`config.mk`:
```
export PLATFORM = sky130hd
export DESIGN_NAME = fetch_stage
export DESIGN_NICKNAME = d
export VERILOG_FILES = /design/src/rtl/cpu_pkg.sv /design/src/rtl/sat_counter.sv /design/src/rtl/fetch_stage.sv
export SDC_FILE = /design/constraint.sdc
export NUM_CORES = 1
export LEC_CHECK = 0
export ABC_AREA = 0
export CAP_MARGIN = 10
export CORE_MARGIN = 2
export CORE_UTILIZATION = 48
export CTS_BUF_LIST = sky130_fd_sc_hd__clkbuf_4 sky130_fd_sc_hd__clkbuf_8 sky130_fd_sc_hd__clkbuf_16
export CTS_CLUSTER_SIZE = 8
export DETAILED_ROUTE_END_ITERATION = 10
export PLACE_DENSITY = 0.93
export SLEW_MARGIN = 20
export SYNTH_ARGS = -nofsm -noshare
export SYNTH_HDL_FRONTEND = slang
export SYNTH_HIERARCHICAL = 1
export SYNTH_SLANG_ARGS = --single-unit
export TNS_END_PERCENT = 5
```
`constraint.sdc`:
```
create_clock -name clk -period 2.47 [get_ports clk]
set_input_delay 0.247 -clock clk [delete_from_list [all_inputs] [get_ports clk]]
set_output_delay 0.247 -clock clk [all_outputs]
set_load 0.005 [all_outputs]
```
`src/rtl/cpu_pkg.sv`:
```
// Shared pipeline constants: widths, reset PC, bubble encoding and instruction field positions.
package cpu_pkg;

    localparam int PC_W    = 16;
    localparam int INSTR_W = 16;
    localparam int REG_W   = 3;

    localparam logic [PC_W-1:0]    RESET_PC = 16'h0000;
    localparam logic [INSTR_W-1:0] NOP      = 16'h0000;

    // Instruction field positions
    localparam int OPC_MSB = 15;
    localparam int OPC_LSB = 12;
    localparam int RS_MSB  = 11;
    localparam int RS_LSB  = 9;
    localparam int RT_MSB  = 8;
    localparam int RT_LSB  = 6;
    localparam int RD_MSB  = 5;
    localparam int RD_LSB  = 3;

endpackage

```
`src/rtl/sat_counter.sv`:
```
// Saturating event counter: counts inc cycles, sticks at all-ones, clears on reset.
module sat_counter #(
    parameter int W = 16
) (
    input  logic         clk,
    input  logic         rst,
    input  logic         inc,
    output logic [W-1:0] count
);

    logic [W-1:0] r_count;

    // Count up on inc until all-ones; reset has priority.
    always_ff @(posedge clk) begin
        if (rst) begin
            r_count <= {W{1'b0}};
        end else if (inc && (r_count != {W{1'b1}})) begin
            r_count <= r_count + W'(1);
        end else begin
            r_count <= r_count;
        end
    end

    assign count = r_count;

endmodule

```
`src/rtl/fetch_stage.sv`:
```
// Instruction-fetch stage: program counter, IF/ID pipeline register and
// saturating stall/flush event counters.
module fetch_stage
    import cpu_pkg::*;
#(
    parameter int                   PC_W     = cpu_pkg::PC_W,
    parameter int                   INSTR_W  = cpu_pkg::INSTR_W,
    parameter logic [PC_W-1:0]      RESET_PC = cpu_pkg::RESET_PC,
    parameter logic [INSTR_W-1:0]   NOP      = cpu_pkg::NOP,
    parameter int                   CNT_W    = 16
) (
    input  logic                clk,
    input  logic                rst,
    input  logic                pc_stall,
    input  logic                if_id_stall,
    input  logic                flush,
    input  logic [PC_W-1:0]     branch_target,
    output logic [PC_W-1:0]     imem_addr,
    input  logic [INSTR_W-1:0]  imem_rdata,
    output logic [INSTR_W-1:0]  if_id_instr,
    output logic [PC_W-1:0]     if_id_pc_plus1,
    output logic                if_id_valid,
    output logic [REG_W-1:0]    if_id_rs,
    output logic [REG_W-1:0]    if_id_rt,
    output logic [CNT_W-1:0]    stall_cnt,
    output logic [CNT_W-1:0]    flush_cnt
);

    logic [PC_W-1:0]    r_pc;
    logic [PC_W-1:0]    w_pc_plus1;
    logic [INSTR_W-1:0] r_instr;
    logic [PC_W-1:0]    r_pc_plus1;
    logic               r_valid;
    logic               w_stall_inc;

    // Increment wraps naturally at PC_W bits.
    assign w_pc_plus1 = r_pc + PC_W'(1);

    // PC update: redirect beats hold, hold beats sequential advance.
    always_ff @(posedge clk) begin
        if (rst) begin
            r_pc <= RESET_PC;
        end else if (flush) begin
            r_pc <= branch_target;
        end else if (pc_stall) begin
            r_pc <= r_pc;
        end else begin
            r_pc <= w_pc_plus1;
        end
    end

    // IF/ID register: squash the wrong-path instruction on redirect, even when held.
    always_ff @(posedge clk) begin
        if (rst) begin
            r_instr    <= NOP;
            r_pc_plus1 <= {PC_W{1'b0}};
            r_valid    <= 1'b0;
        end else if (flush) begin
            r_instr    <= NOP;
            r_pc_plus1 <= {PC_W{1'b0}};
            r_valid    <= 1'b0;
        end else if (if_id_stall) begin
            r_instr    <= r_instr;
            r_pc_plus1 <= r_pc_plus1;
            r_valid    <= r_valid;
        end else begin
            r_instr    <= imem_rdata;
            r_pc_plus1 <= w_pc_plus1;
            r_valid    <= 1'b1;
        end
    end

    // A hold only counts when a redirect is not overriding it.
    assign w_stall_inc = if_id_stall & ~flush;

    sat_counter #(.W(CNT_W)) u_stall_cnt (
        .clk   (clk),
        .rst   (rst),
        .inc   (w_stall_inc),
        .count (stall_cnt)
    );

    sat_counter #(.W(CNT_W)) u_flush_cnt (
        .clk   (clk),
        .rst   (rst),
        .inc   (flush),
        .count (flush_cnt)
    );

    assign imem_addr      = r_pc;
    assign if_id_instr    = r_instr;
    assign if_id_pc_plus1 = r_pc_plus1;
    assign if_id_valid    = r_valid;
    assign if_id_rs       = r_instr[RS_MSB:RS_LSB];
    assign if_id_rt       = r_instr[RT_MSB:RT_LSB];

endmodule

```
Word level (Yosys, flattened, before mapping)
Index checks and enable logic that the tools add are counted.
- reductions and logical operators: 3
- mux-type cells: 2
- add/sub/neg operators: 3
- eq/ne operators: 3
- bitwise logic cells: 2
- operator list (cell ; number):
    16-bit by 1-bit adder with 16-bit output, second input constant ; 3
    16-bit 2-to-1 mux ; 2
    16-bit inequality test, second input constant ; 2
    1-bit logical AND ; 2
    2-bit by 1-bit inequality test with 1-bit output, second input constant ; 1
    2-bit OR reduction ; 1
    1-bit AND ; 1
    1-bit inverter ; 1
- bits of input ports: 37
- output and inout bits: 87
- register bits: 81
- logic and storage cells: 19

Logic depth before layout (Yosys ltp)
Gate-level depths: netlist of run 1.
- word-level depth: 3
- mapped depth: 7
- depth with buffers taken out: 5

By module
The synthesis of run 1 kept the hierarchy.
- modules (own cells, without submodules) (module ; cells an instance ; times used ; area an instance (um^2) ; seq. area each (um^2)):
    fetch_stage ; 276 ; 1 ; 2493.6 ; 980.9
    sat_counter ; 99 ; 2 ; 848.3 ; 320.3

Worst setup path before layout of run 1
OpenSTA, ideal clock, no wires.
- kind: input-to-reg
- from: input flush
- to: register u_stall_cnt.r_count[7] (netlist: u_stall_cnt/count[7])
- arrival time: 1.787 ns
- required time: 2.400 ns
- stages: 7
- slack: 0.612 ns
- path through: buf_2 > buf_1 > nor2b_1 > nand2_1 > clkbuf_1 > or4_1 > a21oi_1
- cells in the longest elaborated chain, start to end: 3
- ends and longest elaborated chain (what ; RTL line ; source):
    from (decl) ; fetch_stage.sv:16 ; input logic flush,
    1-bit inverter ; fetch_stage.sv:74 ; assign w_stall_inc = if_id_stall & ~flush;
    1-bit AND ; fetch_stage.sv:74 ;
    named net w_stall_inc ; fetch_stage.sv:34 ; logic w_stall_inc;
    1-bit logical AND ; sat_counter.sv:17 ; end else if (inc && (r_count != {W{1'b1}})) begin
    to (signal assigned) ; sat_counter.sv:16 ; r_count <= {W{1'b0}};
    to (signal assigned) ; sat_counter.sv:18 ; r_count <= r_count + W'(1);
    to (signal assigned) ; sat_counter.sv:20 ; r_count <= r_count;
    to (decl) ; sat_counter.sv:11 ; logic [W-1:0] r_count;
The timed path passes the listed nets, and every way through them passes these cells.
A chain may end at the register's enable or synchronous reset.

Worst setup path after layout of run 1
- from: register r_pc[1] (netlist: imem_addr[1])
- to: register r_pc_plus1[14] (netlist: if_id_pc_plus1[14])
- cells in the longest elaborated chain, start to end: 1
- ends and longest elaborated chain (what ; RTL line ; source):
    from (decl) ; fetch_stage.sv:29 ; logic [PC_W-1:0] r_pc;
    from (signal assigned) ; fetch_stage.sv:44 ; r_pc <= branch_target;
    from (signal assigned) ; fetch_stage.sv:46 ; r_pc <= r_pc;
    from (signal assigned) ; fetch_stage.sv:48 ; r_pc <= w_pc_plus1;
    16-bit by 1-bit adder with 16-bit output ; fetch_stage.sv:37 ; assign w_pc_plus1 = r_pc + PC_W'(1);
    to (signal assigned) ; fetch_stage.sv:56 ; r_pc_plus1 <= {PC_W{1'b0}};
    to (signal assigned) ; fetch_stage.sv:60 ; r_pc_plus1 <= {PC_W{1'b0}};
    to (signal assigned) ; fetch_stage.sv:64 ; r_pc_plus1 <= r_pc_plus1;
    to (decl) ; fetch_stage.sv:32 ; logic [PC_W-1:0] r_pc_plus1;
Every way passes these cells.

==> metrics, run 1 <==
register area 0.00162 sq mm; post-synthesis sequential area ratio 38.7%; final hold viol count 0; CP max-delay cell dfxtp_1; clock-pin transition on the worst setup and hold timing paths 90 ps; skew final 13.4 ps; maximum clock frequency 492 MHz; peak supply drop 0.000266 V; Hold Crit Class in -> reg; post-cts sizing count 0; final worst path period share 82.2%; worst slew pin tran 697 ps; Initial Util 48.8%; critical path's largest stage delay 490 ps; layout cells sized above 1 8.22%; Primary FF master, synth dfxtp_1; die height 97.4 um; Routed Antenna Nets 0; Final setup viols 0; hold-fix buffers at CTS 0; initial antenna violation count 0; Multi-input gate area 0.00230 sq mm; WP buf/inv 0; CP cell instances ha_1, nand3_2, nor4_1, nand3b_1, and4bb_2; fill count 704; core box area 0.00859 sq mm; detailed-route DRC error count 0; final wirelength 11100 um; Layout Nets 619; #FFs+latches synth 81; crit start category register; CTS sink cnt 81; reg2reg path depth 5; Lkg Pwr 2.08 nW; total track usage 23.0%; P&R area growth vs syn 33.5%; FF-to-FF Start imem_addr[1]$_SDFFE_PP0P_; crit-path max FO 8; WS Path Type reg -> reg; hold path cells 3; most common cell after layout, fill and taps aside clkdlybuf4s50_1; Metal-1 WL 4450 um; minimum clock period 2030 ps; R2R Setup Slk 440 ps; Netlist cell types 42; area of the die 0.00949 sq mm; PwrDens 466 mW/mm^2; largest net degree at the start of global routing 51; Setup Total Neg Slack 0 ps; Post-Layout Inst Area 0.00559 sq mm; hpwl dp 7910 um; arrival time worst endpoint 2290 ps; FFs w/ async S/R, synth 0%; GRT Residual Overflow 0; RD Place Congestion 0.858; max_slew headroom 52.9%; CTS tree built; placed cells 676; FF-to-FF End if_id_pc_plus1[14]$_SDFFE_PP0N_; CP top delay family simple AND/OR/NAND/NOR gates; Cells after Synth 474; max-cap violation count 0; drt first pass iters 5; Hold Startpoint rst; max-slew violations 0; Vias/cell 5.74; port bufs 123; Ant. Diodes 0; Crit path depth 5; number of synthesized flops with an enable pin 0; row count 34; commonest non-fill, non-tap cells in the layout clkdlybuf4s50_1 (121), dfxtp_1 (81), nor2_1 (43), a21oi_1 (43), mux2i_1 (25); Post-CTS Setup Bufs 0; Clock Latency Late Sink 360 ps; RSZ-0062 raised after global routing no; vias in the first global route 3735; H-Tree Depth 3; root buffer cell clkbuf_8; Worst Path Required 2730 ps; CTS buffer count 9; Ys Warns 6; nature of the critical path endpoint register; DIE WIDTH 97.4 um; routed len/inst 16.0 um; routed length on met3 585 um; DRC violation total after the first TritonRoute iteration 169; Synth Net Count 514; placed cell area 0.00542 sq mm; average size of a mapped cell 8.84 sq um; outcome completed; worst-case clock buffer depth 2; Hold Crit Endpoint if_id_pc_plus1[5]$_SDFFE_PP0N_; Post-Syn Area 0.00419 sq mm; first-pass GRT wire length 18100 um; I/O Pins 124; non-filler cells, final 692; Top Metal Used met4; met2 WL post-DR 5790 um; via count 3971
tightest hold or removal path, delay by kind of cell:
family	cells	cell delay, ps
buffers and inverters	1	100
AND/OR/NAND/NOR	1	330
AO/OA/AOI/OAI	1	70
synth_stat cells, drive strengths merged (15+ instances only):
master | number | area, sq um
dfxtp | 81 | 1620
a21oi | 43 | 215
nor2 | 43 | 161
mux2i | 25 | 250
buf | 24 | 141
nand2 | 22 | 87.6
inv | 20 | 75.1
nor3 | 18 | 90.1
nand3 | 17 | 95.1
nor4 | 16 | 160
nand4 | 15 | 154
o21a | 15 | 113
power by group:
part           internal (mW)  switching, mW
Combinational          0.189          0.131
Sequential              1.34         0.0592
Clock                  0.380          0.506
Total                   1.91          0.696
how the worst max path moves through the flow:
| stage | from | endpoint |
|---|---|---|
| after global placement | flush | u_stall_cnt/count[11]$_SDFFE_PP0P_ |
| after detailed placement | flush | u_stall_cnt/count[11]$_SDFFE_PP0P_ |
| after global routing | imem_addr[1]$_SDFFE_PP0P_ | if_id_pc_plus1[14]$_SDFFE_PP0N_ |
| final | imem_addr[1]$_SDFFE_PP0P_ | if_id_pc_plus1[14]$_SDFFE_PP0N_ |
| after floorplan | flush | u_stall_cnt/count[7]$_SDFFE_PP0P_ |
| after CTS | imem_addr[1]$_SDFFE_PP0P_ | if_id_pc_plus1[14]$_SDFFE_PP0N_ |
registers in the layout (all words and copies together), names as in the netlist:
register and count:
if_id_instr 16, if_id_pc_plus1 16, imem_addr 16, u_flush_cnt/count 16, u_stall_cnt/count 16, if_id_valid 1
final cells by class:
| cell class | count | share of cell area, % |
|---|---|---|
| Multi-Input combinational cell | 335 | 41.1 |
| Inverter | 20 | 1.34 |
| Timing Repair Buffer | 132 | 23.0 |
| Clock inverter | 6 | 0.805 |
| Clock buffer | 10 | 2.35 |
| Tap cell | 108 | 2.42 |
| Sequential cell | 81 | 29.0 |
per-layer routing:
layer,up-vias,track usage [%]
met5,-,0
met4,0,11.3
met3,19,3.60
met2,162,41.6
met1,1870,26.1
li1,1920,-
kinds of logic after synthesis:
logic type                 share of synthesized area (%)
AOI/OAI and AO/OA                                   14.0
xor gates and xnor gates                            5.02
adders and majority gates                          0.896
buffers and inverters                               6.48
DFF                                                 38.7
muxes                                               6.51
and+or+nand+nor                                     28.4
stage by stage:
stage | utilization [%] | hold WS (ps) | setup slack, ps | total power, mW
floorplan | - | 390 | 612 | 1.58
global placement | 63.0 | 434 | 518 | 1.74
detailed placement | 63.0 | 454 | 464 | 1.75
CTS | 65.1 | 445 | 459 | 2.63
global route | 65.1 | 483 | 307 | 2.72
finish | 65.1 | 441 | 439 | 2.61
Note: power is estimated with default switching activity, not from simulation.
==> run 2: changes to the inputs <==
==> constraint.sdc (replaced) <==
create_clock -name clk -period 1.94 [get_ports clk]
set_input_delay 0.194 -clock clk [delete_from_list [all_inputs] [get_ports clk]]
set_output_delay 0.194 -clock clk [all_outputs]
set_load 0.005 [all_outputs]
==> metrics, run 2 (synthesis gave the netlist of run 1 again) <==
non-filler cells, final 703; RD Place Congestion 0.878; detailed-route DRC error count 0; max-slew violations 0; Ant. Diodes 0; most common cell after layout, fill and taps aside clkdlybuf4s50_1; FF-to-FF Start u_stall_cnt/count[0]$_SDFFE_PP0P_; minimum clock period 1850 ps; area of the die 0.00949 sq mm; Routed Antenna Nets 0; root buffer cell clkbuf_8; arrival time worst endpoint 2100 ps; largest net degree at the start of global routing 49; skew final 9.47 ps; first-pass GRT wire length 18500 um; routed len/inst 15.9 um; crit-path max FO 11; port bufs 123; maximum clock frequency 541 MHz; WS Path Type reg -> reg; CTS tree built; PwrDens 590 mW/mm^2; vias in the first global route 3853; CTS buffer count 9; Sw Pwr 0.918 mW; hpwl dp 8040 um; total track usage 23.3%; Hold Crit Class in -> reg; row count 34; worst-case clock buffer depth 2; core box area 0.00859 sq mm; Post-Layout Inst Area 0.00569 sq mm; P&R area growth vs syn 35.8%; H-Tree Depth 3; max-cap violation count 0; initial antenna violation count 0; hold path cells 3; final wirelength 11200 um; I/O Pins 124; final hold viol count 0; Initial Util 48.8%; worst slew pin tran 648 ps; crit start category register; DRC violation total after the first TritonRoute iteration 220; power share of the clock group 34.1%; DIE WIDTH 97.4 um; R2R Setup Slk 90 ps; Finished Core Util 66.2%; die height 97.4 um; drt first pass iters 4; hold slack 317 ps; max_slew headroom 56.2%; Sw Share 27.4%; combinational power share 12.7%; Setup Total Neg Slack 0 ps; FF-to-FF End u_stall_cnt/count[11]$_SDFFE_PP0P_; peak supply drop 0.000366 V; CTS sink cnt 81; nature of the critical path endpoint register; Sequential Power Share 53.1%; Hold Crit Endpoint if_id_valid$_SDFFE_PP0N_; layout cells sized above 1 10.4%; reg2reg path depth 6; Worst Path Required 2190 ps; Lkg Pwr 2.13 nW; Final setup viols 0; Int Pwr 2.44 mW; Clock Latency Late Sink 360 ps; RSZ-0062 raised after global routing no; via count 4019; final worst path period share 95.3%; commonest non-fill, non-tap cells in the layout clkdlybuf4s50_1 (121), dfxtp_1 (80), nor2_1 (43), a21oi_1 (43), mux2i_1 (25); placed cells 687; placed cell area 0.00550 sq mm; Layout Nets 630; Vias/cell 5.72; clock-pin transition on the worst setup and hold timing paths 90 ps; register area 0.00162 sq mm; GRT Residual Overflow 0; outcome completed; Hold Startpoint rst; fill count 714; Multi-input gate area 0.00231 sq mm
run 2: what timing repair did:
action,4_1_cts,5_1_grt
setup endpoints to repair,0,3
buffers inserted,0,0
endpoints found under the hold margin,0,0
hold buffers,0,0
resized for setup,0,3
run 2: power groups by stage:
stage          sequential, mW  combinational [mW]  clock (mW)
2_1_floorplan            1.79               0.217           0
3_3_place_gp             1.81               0.410           0
3_5_place_dp             1.82               0.424           0
4_1_cts                  1.78               0.427        1.17
5_1_grt                  1.79               0.461        1.24
6_report                 1.78               0.427        1.15
run 2: worst max path at each step:
stage                                 startpoint                                 end
2_1_floorplan                              flush   u_stall_cnt/count[7]$_SDFFE_PP0P_
3_3_place_gp                               flush   u_stall_cnt/count[7]$_SDFFE_PP0P_
3_5_place_dp                               flush   u_flush_cnt/count[9]$_SDFFE_PP0P_
4_1_cts        u_stall_cnt/count[0]$_SDFFE_PP0P_  u_stall_cnt/count[11]$_SDFFE_PP0P_
5_1_grt        u_flush_cnt/count[5]$_SDFFE_PP0P_  u_flush_cnt/count[15]$_SDFFE_PP0P_
6_report       u_stall_cnt/count[0]$_SDFFE_PP0P_  u_stall_cnt/count[11]$_SDFFE_PP0P_
run 2: worst max-delay path, cell delays in order, from the launching register on:
cell and delay, ps:
dfxtp_1 380, ha_1 280, nand3_1 160, nor4_4 50, buf_4 170, nor4bb_2 350
mux2_2 370
run 2: routing by layer:
| layer | vias up | track usage, % | share of wire (%) |
|---|---|---|---|
| met5 | - | 0 | 0 |
| met4 | 0 | 7.16 | 1.6 |
| met3 | 16 | 4.68 | 6.4 |
| met2 | 161 | 40.3 | 50 |
| met1 | 1903 | 29.2 | 42 |
| li1 | 1939 | - | - |
run 2: stage by stage:
stage	worst slack (ps)	power, mW
finish	91.2	3.35
floorplan	135	2.01
CTS	78.7	3.38
global route	3.26	3.49
global placement	132	2.22
detailed placement	39.3	2.24
run 2: layout make-up:
type,count,share of cell area (%)
Clock buffer,9,2.18
Clock inverter,7,0.923
Inverter,20,1.32
Multi-Input combinational cell,335,40.6
Sequential cell,81,28.5
Tap cell,108,2.37
Timing Repair Buffer,143,24.1
==> patch 1: new RTL, flow settings as in run 1 <==
The parameter `CNT_W` goes from 16 to 32.
--- a/src/rtl/fetch_stage.sv
+++ b/src/rtl/fetch_stage.sv
@@ -9,3 +9,3 @@
     parameter logic [INSTR_W-1:0]   NOP      = cpu_pkg::NOP,
-    parameter int                   CNT_W    = 16
+    parameter int                   CNT_W    = 32
 ) (
Interface: changed (resized flush_cnt and stall_cnt); port bits go from 124 to 156. The function was not compared with the original's and may differ.
==> patch 1 against run 1 <==
Highest routed layer unchanged; clock skew down 0.0083 ns; count of clock-buffer cells in the layout up 11; cell count up 44%; hold slack worse by 0.27 ns; sequential share of layout area down 1.6 points; sequential cell count up 32; total power up 87%; non-clock buffer count up 60; area after synthesis up 39%; critical path depth unchanged; setup slack worse by 0.24 ns; cell area up 48%; wire length up 49%; critical path type unchanged.
==> patch 1: results (changes against run 1) <==
Outcome
  • Status: finished clean (unchanged)

Cells and area
  • Multi-input gate count: 491 (was 335)
  • Final net count: 873 (was 619)
  • FF+latch area: 2260 sq um (was 1620 sq um)
  • Multi-input combinational area share: 39.7% (was 41.1%)
  • Clock-cell share: 7.61% (was 3.15%)
  • Layout buffering overhead excluding clock cells: 22.2% (was 23.0%)
  • Seq cells: 113 (was 81)
  • Invs w/o clock: 18 (was 20)
  • Fill count: 847 (was 704)
  • Final-layout clock buffer total: 21 (was 10)
  • Non-Clock Buffer Count: 192 (was 132)
  • Finished Core Util: 69.0% (was 65.1%)

Synth
  • Xor and xnor fraction of the mapped netlist area: 5.10% (was 5.02%)
  • Gate Count Post-Synth: 674 (was 474)
  • Adder-cell share of the synthesized area: 0.643% (was 0.896%)
  • Post-synthesis sequential area ratio: 38.7% (about the same)
  • Netlist cell types: 50 (was 42)
  • Mapped Nets: 714 (was 514)

Critical path
  • Crit path from: u_flush_cnt/count[21]$_SDFFE_PP0P_ (was imem_addr[1]$_SDFFE_PP0P_)
  • Worst Path Max Fanout: 6 (was 8)
  • R2r setup slk: 0.20 ns (was 0.44 ns)
  • CP max stage cell: or3b_1 (was dfxtp_1)
  • CP arrival: 2.62 ns (was 2.29 ns)
  • CP Capture Point: u_flush_cnt/count[30]$_SDFFE_PP0P_ (was if_id_pc_plus1[14]$_SDFFE_PP0N_)

GRT
  • M2 GR Usage: 42.0% (was 41.6%)
  • GRT Total Usage: 25.3% (was 23.0%)
  • Routing usage on met1: 30.3% (was 26.1%)
  • Vias in the first global route: 5,369 (was 3,735)
  • First-pass GRT wire length: 26,500 um (was 18,100 um)
  • Initial antenna violation count: 1 (was 0)
  • Met3 GRT Util: 5.61% (was 3.60%)

Placement
  • Post-Place Setup Slack: 0.0419 ns (was 0.464 ns)
  • Dpl hpwl: 11,200 um (was 7910 um)
  • I/O Buffers: 155 (was 123)
  • Final GP Congestion: 0.924 (was 0.858)

Power and ir drop
  • Max VDD drop: 0.404 mV (was 0.266 mV)

Timing
  • Final Skew: 0.00504 ns (was 0.0134 ns)
  • Worst-case hold slack: 0.173 ns (was 0.441 ns)
  • Slew headroom: 60.6% (was 52.9%)

CTS
  • Later-pin clock latency in the skew report: 0.42 ns (was 0.36 ns)
  • H-tree level count: 4 (was 3)
  • Clock-pin slew on the worst setup and hold paths: 0.05 ns (was 0.09 ns)
  • Root Driver: clkbuf_16 (was clkbuf_8)
  • TritonCTS Buffers: 17 (was 9)

Floorplanning
  • Tapcell Cnt: 147 (was 108)

Hold path
  • Endpoint, Worst Hold: u_flush_cnt/count[20]$_SDFFE_PP0P_ (was if_id_pc_plus1[5]$_SDFFE_PP0N_)

Route
  • Via count: 5,837 (was 3,971)
patch 1: cell types whose count changed after synthesis, moves of 14 or more:
| cell | before | now |
|---|---|---|
| nor2_1 | 43 | 59 |
| or3_1 | 11 | 25 |
| dfxtp_1 | 81 | 113 |
| a21oi_1 | 43 | 67 |
| nand3_1 | 15 | 29 |
| nand4_1 | 11 | 25 |
patch 1: worst register-to-register path: stages, from the launching register on:
cell     delay [ns]
dfxtp_1        0.41
and3_4         0.25
or3b_1         0.48
or3_4          0.45
or4_1          0.47
a21oi_1        0.15
patch 1: metal layers:
| layer | up-vias | routed length, um |
|---|---|---|
| met2 | 273 | 8250 |
| met1 | 2723 | 6660 |
| li1 | 2794 | - |
| met3 | 47 | 987 |
| met4 | 0 | 558 |
| met5 | - | 0 |
patch 1: where the power goes:
group          total (mW)  switching, mW  internal (mW)
Combinational       0.354          0.152          0.202
Sequential           1.93         0.0620           1.87
Clock                2.60          0.845           1.75
Total                4.88           1.06           3.82
==> patch 2: new RTL, settings of run 1 <==
Without the edit above. Reset style: asynchronous (`rst`), changed in 3 clocked blocks.
--- a/src/rtl/sat_counter.sv
+++ b/src/rtl/sat_counter.sv
@@ -13,3 +13,3 @@
     // Count up on inc until all-ones; reset has priority.
-    always_ff @(posedge clk) begin
+    always_ff @(posedge clk or posedge rst) begin
         if (rst) begin
--- a/src/rtl/fetch_stage.sv
+++ b/src/rtl/fetch_stage.sv
@@ -39,3 +39,3 @@
     // PC update: redirect beats hold, hold beats sequential advance.
-    always_ff @(posedge clk) begin
+    always_ff @(posedge clk or posedge rst) begin
         if (rst) begin
@@ -52,3 +52,3 @@
     // IF/ID register: squash the wrong-path instruction on redirect, even when held.
-    always_ff @(posedge clk) begin
+    always_ff @(posedge clk or posedge rst) begin
         if (rst) begin
Behaviour: differs if rst is asserted again (counterexample within 4 cycles, from zero or initial values and one cycle with rst high); with rst held inactive, the same outputs for 10 cycles.
==> patch 2 against run 1 <==
Wire length decreased by 4.6%; sequential cell count stayed put; largest cell class is now registers; setup slack got worse by 0.053 ns; critical path type unchanged; cell area up 1.4%; area after synthesis is 0.99% higher; sequential share of layout area up 6.7 points.
Power is not compared: it rests on default switching activity, and its combinational part moved more than twofold at a synthesized area within 25%.
==> patch 2: results (changes against run 1) <==
Hold path
  • Hold Path Class: in2async (was in2reg)

Route
  • Final WL: 10,500 um (was 11,100 um)
  • DRT Pass-1 Iters: 4 (was 5)

Critical path
  • CP arrival: 2.31 ns (was 2.29 ns)
  • Crit path from: imem_addr[0]$_DFFE_PP0P_ (was imem_addr[1]$_SDFFE_PP0P_)
  • Worst Path Max Fanout: 11 (was 8)

Synth
  • Main synth FF type: dfrtp_1 (was dfxtp_1)
  • Mapped Nets: 448 (was 514)
  • Commonest cells in the netlist: dfrtp_1 (81), nor2_1 (45), nand2_1 (29) (was dfxtp_1 (81), a21oi_1 (43), nor2_1 (43))
  • Post-synth ARST share: 100% (was 0%)
  • Compound-Gate Fraction of Synth Area: 10.9% (was 14.0%)
  • Post-synthesis mux area share: 5.80% (was 6.51%)
  • Synth top area cells: dfrtp_1 (48%), xnor2_1 (5.0%), mux2i_1 (4.7%), nor2_1 (4.0%), nand2_1 (2.6%) (was dfxtp_1 (39%), mux2i_1 (6.0%), a21oi_1 (5.1%), nor2_1 (3.9%), xor2_1 (2.9%))
  • Xor and xnor fraction of the mapped netlist area: 6.00% (was 5.02%)
  • Post-synthesis sequential area ratio: 47.9% (was 38.7%)
  • Adder-cell share of the synthesized area: 0.887% (was 0.896%)

Timing
  • Final Skew: 0.0151 ns (was 0.0134 ns)
  • Worst-Margin Slew: 0.610 ns (was 0.697 ns)

Placement
  • Dpl hpwl: 7680 um (was 7910 um)
  • Final GP Congestion: 0.797 (was 0.858)

GRT
  • Vias in the first global route: 3,651 (was 3,735)
  • GRT Total Usage: 22.4% (was 23.0%)

Cells and area
  • Final net count: 558 (was 619)
  • Proportion of layout cells with a drive suffix above 1: 9.18% (was 8.22%)

Outcome
  • Status: finished clean (unchanged)
==> patch 2: routing by layer <==
metal	part of all wire [%]	GRT usage (%)
met4	0.86	6.41
met1	43	29.4
met2	50	37.4
met5	0	0
met3	6.0	5.08
==> patch 2: final timing paths <==
| check | end | slack [ns] | cells past startpoint |
|---|---|---|---|
| max | if_id_pc_plus1[14]$_DFFE_PP0N_ | 0.39 | 4 |
| min | imem_addr[5]$_DFFE_PP0P_ | 0.32 | 2 |
| max reg2reg | if_id_pc_plus1[14]$_DFFE_PP0N_ | 0.39 | 4 |
| min reg2reg | if_id_valid$_DFFE_PP0N_ | 0.49 | 1 |
| max in group asynchronous | if_id_pc_plus1[9]$_DFFE_PP0N_ | 1.61 | 3 |
| min in group clk | if_id_instr[15]$_DFFE_PP0N_ | 0.34 | 2 |
==> patch 2: final cells by class <==
type | count | area (sq um)
Clock inverter | 5 | 40.0
Inverter | 6 | 22.5
Clock buffer | 11 | 151
Fill cell | 694 | 2960
Multi-Input combinational cell | 292 | 2020
Timing Repair Buffer | 128 | 1280
Tap cell | 108 | 135
Sequential cell | 81 | 2030
==> patch 2: metrics by stage <==
step	cells	setup WS, ns
2_1_floorplan	408	0.459
3_3_place_gp	615	0.470
3_5_place_dp	615	0.412
4_1_cts	631	0.389
5_1_grt	631	0.209
6_report	631	0.386
==> patch 2: worst max-delay path, stage by stage (launching register included) <==
cell and delay (ns):
dfrtp_1 0.49, ha_1 0.30, nand3_1 0.35, o41a_1 0.51
a2111oi_1 0.30
==> patch 2: report_power, final <==
part	internal [mW]	switching, mW
sequential	1.49	0.245
clock	0.424	0.499
combinational	0.542	0.364
